`config.mk`:
```
export PLATFORM = sky130hd
export DESIGN_NAME = steer_en_gen
export DESIGN_NICKNAME = d
export VERILOG_FILES = /design/src/rtl/steer_en_gen.sv
export SDC_FILE = /design/constraint.sdc
export NUM_CORES = 1
export LEC_CHECK = 0
export CORE_MARGIN = 2
export CORE_UTILIZATION = 55
export CTS_CLUSTER_SIZE = 10
export DETAILED_ROUTE_END_ITERATION = 7
export PLACE_DENSITY = 0.87
export SETUP_SLACK_MARGIN = 0.02
export SYNTH_ARGS = -nofsm -noshare
export SYNTH_HDL_FRONTEND = slang
export SYNTH_SLANG_ARGS = --single-unit
```
`constraint.sdc`:
```
create_clock -name clk -period 10.4 [get_ports clk]
set_input_delay 1.56 -clock clk [delete_from_list [all_inputs] [get_ports clk]]
set_output_delay 1.56 -clock clk [all_outputs]
set_load 0.05 [all_outputs]
```
`src/rtl/steer_en_gen.sv`:
```
// steer_en_gen: rider-presence detection and steering-enable generation.
// Decides from the two load-cell readings whether a rider is on the platform
// and whether the load is balanced well enough to hand steering to the
// balance controller. Outputs are decoded from registered state only.
module steer_en_gen #(
  parameter int unsigned LD_W         = 12,
  parameter int unsigned MIN_RIDER_WT = 'h200,
  parameter int unsigned WT_HYST      = 'h40,
  parameter int unsigned EN_SHIFT     = 2,
  parameter int unsigned DIS_SHIFT    = 4,
  parameter int unsigned TMR_W        = 26,
  parameter int unsigned TMR_LIM      = 'h3FE56C0,
  parameter bit          FAST_SIM     = 1'b1,
  parameter int unsigned TMR_SIM      = 'h7FFF,
  parameter int unsigned OFF_CNT      = 1
) (
  input  logic                   clk,
  input  logic                   rst,
  input  logic signed [LD_W-1:0] lft_ld,
  input  logic signed [LD_W-1:0] rght_ld,
  output logic                   en_steer,
  output logic                   rider_off,
  output logic [1:0]             steer_state
);

  // Clamped loads are non-negative, so the sign bit is dropped.
  localparam int unsigned UW = LD_W - 1;

  localparam int unsigned ThrLo = MIN_RIDER_WT - WT_HYST;
  localparam int unsigned ThrHi = MIN_RIDER_WT + WT_HYST;

  localparam logic [TMR_W-1:0] Lim = FAST_SIM ? TMR_W'(TMR_SIM) : TMR_W'(TMR_LIM);

  localparam logic [7:0] OffMax   = 8'(OFF_CNT);
  localparam logic [7:0] OffLeave = 8'(OFF_CNT - 1);

  typedef enum logic [1:0] {
    StIdle  = 2'b00,
    StWait  = 2'b01,
    StSteer = 2'b10
  } state_e;

  state_e state_q, state_d;

  logic [UW-1:0]    lc, rc;
  logic [UW-1:0]    abs_diff;
  logic [LD_W-1:0]  sum;
  logic [LD_W-1:0]  diff_ext;
  logic [31:0]      sum_ext;
  logic             sum_lt_min, sum_gt_min;
  logic             diff_gt_en, diff_gt_dis;

  logic [7:0]       off_cnt_q, off_cnt_d;
  logic             rider_leave;

  logic [TMR_W-1:0] cnt_q, cnt_d;
  logic             tmr_full;
  logic             clr_tmr;

  // Clamp negative readings to zero and form sum / absolute difference.
  always_comb begin
    lc       = lft_ld[LD_W-1]  ? '0 : lft_ld[UW-1:0];
    rc       = rght_ld[LD_W-1] ? '0 : rght_ld[UW-1:0];
    sum      = {1'b0, lc} + {1'b0, rc};
    abs_diff = (lc >= rc) ? (lc - rc) : (rc - lc);
    diff_ext = {1'b0, abs_diff};
    sum_ext  = 32'(sum);
  end

  // Weight and balance comparisons, all unsigned.
  always_comb begin
    sum_lt_min  = sum_ext < ThrLo;
    sum_gt_min  = sum_ext > ThrHi;
    diff_gt_en  = diff_ext > (sum >> EN_SHIFT);
    diff_gt_dis = diff_ext > (sum - (sum >> DIS_SHIFT));
  end

  // Debounce counter: counts consecutive light cycles, saturating.
  always_comb begin
    off_cnt_d = off_cnt_q;
    if (!sum_lt_min) begin
      off_cnt_d = '0;
    end else if (off_cnt_q < OffMax) begin
      off_cnt_d = off_cnt_q + 8'd1;
    end
    rider_leave = sum_lt_min && (off_cnt_q >= OffLeave);
  end

  // Debounce counter register.
  always_ff @(posedge clk) begin
    if (rst) begin
      off_cnt_q <= '0;
    end else begin
      off_cnt_q <= off_cnt_d;
    end
  end

  // Settle timer: runs only in WAIT and holds at the limit instead of wrapping.
  always_comb begin
    cnt_d = cnt_q;
    if (clr_tmr) begin
      cnt_d = '0;
    end else if ((state_q == StWait) && (cnt_q != Lim)) begin
      cnt_d = cnt_q + 1'b1;
    end
    tmr_full = (cnt_q == Lim);
  end

  // Settle timer register.
  always_ff @(posedge clk) begin
    if (rst) begin
      cnt_q <= '0;
    end else begin
      cnt_q <= cnt_d;
    end
  end

  // State register.
  always_ff @(posedge clk) begin
    if (rst) begin
      state_q <= StIdle;
    end else begin
      state_q <= state_d;
    end
  end

  // Next-state logic; rider_leave is checked first so it wins over timer/balance.
  always_comb begin
    state_d = state_q;
    clr_tmr = 1'b0;
    unique case (state_q)
      StIdle: begin
        if (sum_gt_min) begin
          state_d = StWait;
          clr_tmr = 1'b1;
        end
      end
      StWait: begin
        if (rider_leave) begin
          state_d = StIdle;
        end else if (diff_gt_en) begin
          clr_tmr = 1'b1;
        end else if (tmr_full) begin
          state_d = StSteer;
        end
      end
      StSteer: begin
        if (rider_leave) begin
          state_d = StIdle;
        end else if (diff_gt_dis) begin
          state_d = StWait;
          clr_tmr = 1'b1;
        end
      end
      default: begin
        state_d = StIdle;
      end
    endcase
  end

  // Outputs decoded from registered state only, so they cannot glitch.
  always_comb begin
    en_steer    = (state_q == StSteer);
    rider_off   = (state_q == StIdle);
    steer_state = state_q;
  end

endmodule

```
[Word level (Yosys, flattened, before mapping)]
Cells that the tools add are included.
Word-level totals
  word-level logic and storage cells: 47
  flip-flop bits (word level): 36
  bits of input ports: 26
  output and inout bits: 4
Cells by class
  eq/ne operators: 8
  reduce and logical (&&, ||, !) cells: 6
  bitwise logic cells: 1
  mux-type cells: 16
  magnitude comparators: 7
  $add $sub $neg: 6
Operator list (count)
  $mux W11: 3
  $add A26 B1 Y26 const B: 1
  $eq A26 B15 Y1 const B: 1
  $ne A26 B15 Y1 const B: 1
  $sub A11 B11 Y11: 2
  $add A11 B11 Y12: 1
  $gt A11 B12 Y1: 1
  $gt A12 B10 Y1 const B: 1
  $lt A12 B9 Y1 const B: 1
  $mux W2: 6
  $sub A12 B8 Y12: 1
  $ge A11 B11 Y1: 1
  $gt A11 B10 Y1: 1
  $add A8 B1 Y8 const B: 1
  $ge A8 B1 Y1 const B: 1
  $lt A8 B1 Y1 const B: 1
  $ne A3 B3 Y1 const B: 2
  $pmux W2 S3: 1
  $mux W1: 5
  $reduce_and A4 Y1: 1
  $reduce_or A2 Y1: 2
  $ne A3 B1 Y1 const B: 1
  $pmux W1 S3: 1
  $eq A2 B1 Y1 const B: 1
  other kinds (5): 6

[Logic depth before layout (Yosys ltp)]
  depth in word-level cells: 8
  mapped depth: 34

[Worst setup path before layout]
No wires, ideal clock.
  kind: input-to-reg
  start: input lft_ld[11]
  end: register cnt_q[14]
  slack: 3.147 ns
  library setup time: 0.115 ns
  data required time: 10.285 ns
  buffers on the path: 2
  arrival time: 7.138 ns
  cell stages on the path: 32
  path through: clkbuf_1 -> nand2b_1 -> inv_1 -> ha_1 -> inv_1 -> fa_1 -> o21ba_1 -> o211ai_2 -> nor2_1 -> xnor2_1 -> ha_1 -> nor2b_1 -> o21ai_0 -> nand2b_1 -> maj3_1 -> a21oi_1 -> nor2_1 -> o21ai_0 -> nand3_1 -> xnor2_1 -> ha_1 -> nand3_1 -> nor2_1 -> o211a_1 -> a2111oi_0 -> or4_1 -> mux2_2 -> o41ai_2 -> nor3_2 -> o21ai_4 -> buf_6 -> nor2_2
Between the ends
  cells in the longest elaborated chain, start to end: 8
  elaborated cells on any way between the ends: 19
  those cells by class: add/sub (4); order compare (5); mux (8); reduce/logical (2)
RTL lines
  from (decl): RTL line 19  | input logic signed [LD_W-1:0] lft_ld,
  $mux W11 (*): RTL line 62  | lc = lft_ld[LD_W-1] ? '0 : lft_ld[UW-1:0];
  $add A11 B11 Y12 (tied with other cells): RTL line 64  | sum = {1'b0, lc} + {1'b0, rc};
  $sub A12 B8 Y12 or $mux W11 (tied branches): RTL line 75, 65
  $gt A11 B12 Y1 or $gt A11 B10 Y1 (tied branches): RTL line 75, 74
  $mux W1 (on tied branches): RTL line 150, 141
  $mux W1 (on tied branches): RTL line 148, 139
  $pmux W1 S3 (*): RTL line 131  | unique case (state_q)
  $reduce_or A2 Y1 (no line) (*)
  to (signal assigned): RTL line 114  | cnt_q <= cnt_d;
  to (decl): RTL line 56  | logic [TMR_W-1:0] cnt_q, cnt_d;
Every way passes the cells marked *; elsewhere a longest branch is shown, timed or not.
A chain may end at the register's enable or synchronous reset.

[Worst setup path after layout]
  start: input lft_ld[11]
  end: register cnt_q[6]
The elaborated chain is that of the path after synthesis.

==> flow_summary.json <==
{
  "status": "completed",
  "wl_mm": 9.37,
  "ys_ff_latch": 28,
  "critical-path-top-delay-family": "compound AO/OA/AOI/OAI gates",
  "fin_skew_ps": 5.88,
  "ios": 30,
  "diodes": 0,
  "cp_num_buf_inv": 2,
  "required_ps": 10530,
  "die_h_um": 92.5,
  "final_util_pct": 60.8,
  "synth_cells": 537,
  "clk_pin_slew_ps": 90,
  "setup_viol": 0,
  "relSlewSlack_pct": 38.5,
  "power_density_nw_per_um2": 135,
  "place_area_um2": 4610,
  "worst-setup-path-type": "in2reg",
  "final_area_um2": 4650,
  "h-tree-depth": 1,
  "period_share_pct": 83.3,
  "synth.top_cell.area_share_pct": 18.6,
  "period_needed_ps": 8660,
  "clock-sinks": 28,
  "cts_setup_buffers": 0,
  "syn_area_um2": 4300,
  "leakagePower_uw": 0.00198,
  "cts_tree": "built",
  "critPathMaxStageDelay_ps": 750,
  "grt_pass1_wl_mm": 16.0,
  "worst_slew_pin_slew_ps": 919,
  "slowest_stage": "o21ai_4",
  "numCtsBuffers": 3,
  "grt_pass1_vias": 3708,
  "clkLatencyLatePin_ps": 270,
  "antenna_found_initial": 0,
  "maxCapViolCount": 0,
  "track_usage_pct": 22.1,
  "wire_per_inst_um": 14.3,
  "fin_nets": 650,
  "cp-end-kind": "flop",
  "synth.distinct_cells": 77,
  "worstSetupStartpointType": "input pin",
  "crit_top_cell": "nor2_1",
  "min_path_type": "reg2reg",
  "ant_nets": 0,
  "yosys_most_used_dff": "dfxtp_1",
  "drc": 0,
  "rsz0062_at_grt": "no",
  "grt-ovfl-total": 0,
  "postSynthAreaPerCell_um2": 8.01,
  "rows": 32,
  "cp.arrival_ps": 8790,
  "hold_violations": 0,
  "synth-seq-area-share_pct": 13.0,
  "synthesis.nets": 631,
  "slew_violations": 0,
  "worst-path-max-fanout": 26,
  "max_clock_freq_ghz": 0.115,
  "synth-edff-count": 0,
  "core_area_um2": 7650,
  "holdBufCountCts": 0,
  "drtIter0Drc": 152,
  "grt_max_degree": 27,
  "fp.dieW_um": 92.5,
  "via_count": 3794,
  "ctsRootBufferMaster": "clkbuf_8",
  "clk_path_buf_depth": 2,
  "synth_warnings": 0,
  "initial_core_util_pct": 56.3,
  "drive_above_1_share_pct": 9.39,
  "area_growth_pct": 8.03,
  "hpwl_mm": 7.71,
  "dieArea_um2": 8550,
  "yosys.area.top_type": "ha_1",
  "async_reset_ff_share_pct": 0,
  "vias_per_cell": 5.78,
  "io_buffers": 29,
  "max-vdd-ir-drop_mv": 0.0559,
  "place_congestion": 0.883,
  "ys_top_cells_by_area": "ha_1 (19%), dfxtp_1 (13%), xnor2_1 (7.5%)",
  "cts_resized": 0,
  "dr.pass1.iters": 5,
  "tns_ps": 0
}
[logic make-up (layout without fill, tap and decap cells)]
kind of cell             after synthesis  after routing  synth area share [%]
AO/OA/AOI/OAI                        110            110                  19.6
XOR/XNOR                              62             62                  13.1
adder cells (fa/ha/maj)               71             71                  21.2
buffers and inverters                 59             76                  6.48
flip-flops                            28             28                  13.0
multiplexers                           6              6                  1.42
AND/OR/NAND/NOR                      201            201                  25.2
[final timing paths]
kind                    from   endpoint  slack [ps]  depth (start not counted)
setup / recovery  lft_ld[11]   cnt_q[6]        1740                         29
hold / removal      cnt_q[1]   cnt_q[1]         500                          2
setup reg to reg    cnt_q[3]  cnt_q[22]        7490                         11
hold reg to reg     cnt_q[1]   cnt_q[1]         500                          2
[metrics by stage]
step                      cells  total power [µW]  hold slack [ps]  worst slack, ps
after floorplan             537               474              454             3150
after global placement      653               544              461             1850
after detailed placement    653               562              479             1490
after CTS                   656               619              491             1770
after global routing        656               676              529             1120
final                       656               627              505             1740
[Yosys cell counts, types with 3 or more instances]
| cell type | number |
|---|---|
| and3_1 | 3 |
| nor2b_1 | 19 |
| a21o_1 | 7 |
| nor2_2 | 21 |
| xor2_1 | 24 |
| o21a_1 | 6 |
| buf_2 | 4 |
| o211ai_1 | 4 |
| xnor2_1 | 37 |
| nor2_1 | 38 |
| mux2i_1 | 5 |
| nor3_2 | 3 |
| a21oi_1 | 26 |
| or4_1 | 3 |
| a211oi_1 | 4 |
| inv_1 | 42 |
| o211a_1 | 3 |
| dfxtp_1 | 28 |
| nand2b_1 | 25 |
| a31oi_1 | 4 |
| or3_1 | 5 |
| nor3_1 | 11 |
| buf_6 | 6 |
| nand3_1 | 14 |
| ha_1 | 64 |
| o31ai_1 | 3 |
| fa_1 | 4 |
| nand2_1 | 35 |
| nand4_1 | 9 |
| o21ai_0 | 18 |
[per-layer routing]
metal	track usage [%]	vias to the layer above	share of wire (%)
li1	-	1896	-
met1	29.2	1770	47
met2	38.8	110	47
met3	2.36	18	4.8
met4	4.85	0	1.6
met5	0	-	0
[layout by cell type (no fill, tap or decap), drive strengths merged, types with 3 or more instances in the layout]
cell / netlist / routed
a211oi: 6 / 6
a21o: 7 / 7
a21oi: 28 / 28
a31oi: 4 / 4
and3: 3 / 3
clkbuf: 2 / 3
clkdlybuf4s50: 0 / 29
dfxtp: 28 / 28
fa: 4 / 4
ha: 64 / 64
inv: 43 / 43
maj3: 3 / 3
mux2i: 5 / 5
nand2: 37 / 37
nand2b: 25 / 25
nand3: 14 / 14
nand4: 9 / 9
nor2: 60 / 60
nor2b: 19 / 19
nor3: 14 / 14
o211a: 3 / 3
o211ai: 6 / 6
o21a: 6 / 6
o21ai: 21 / 21
o31a: 3 / 3
o31ai: 4 / 4
or3: 6 / 6
or4: 3 / 3
xnor2: 38 / 38
xor2: 24 / 24
[tightest hold or removal path, stage by stage, from the launching register on]
cell	delay [ps]
dfxtp_1	340
nand2_1	70
a21oi_1	60
[registers in the layout (all words and copies together) (netlist names)]
signal       count
cnt_q           26
steer_state      2
[report_power, final]
group / internal, µW / switching [µW]
clock: 26.0 / 30.9
sequential: 111 / 4.74
combinational: 183 / 271
total: 320 / 307
[cell type report]
| type | instances | area (µm²) |
|---|---|---|
| timing repair buffer | 29 | 290 |
| fill | 654 | 3000 |
| sequential | 28 | 561 |
| inverter | 44 | 165 |
| tap | 102 | 128 |
| multi-input combinational | 450 | 3460 |
| clock buffer | 3 | 41.3 |
(Power assumes the default switching activity.)
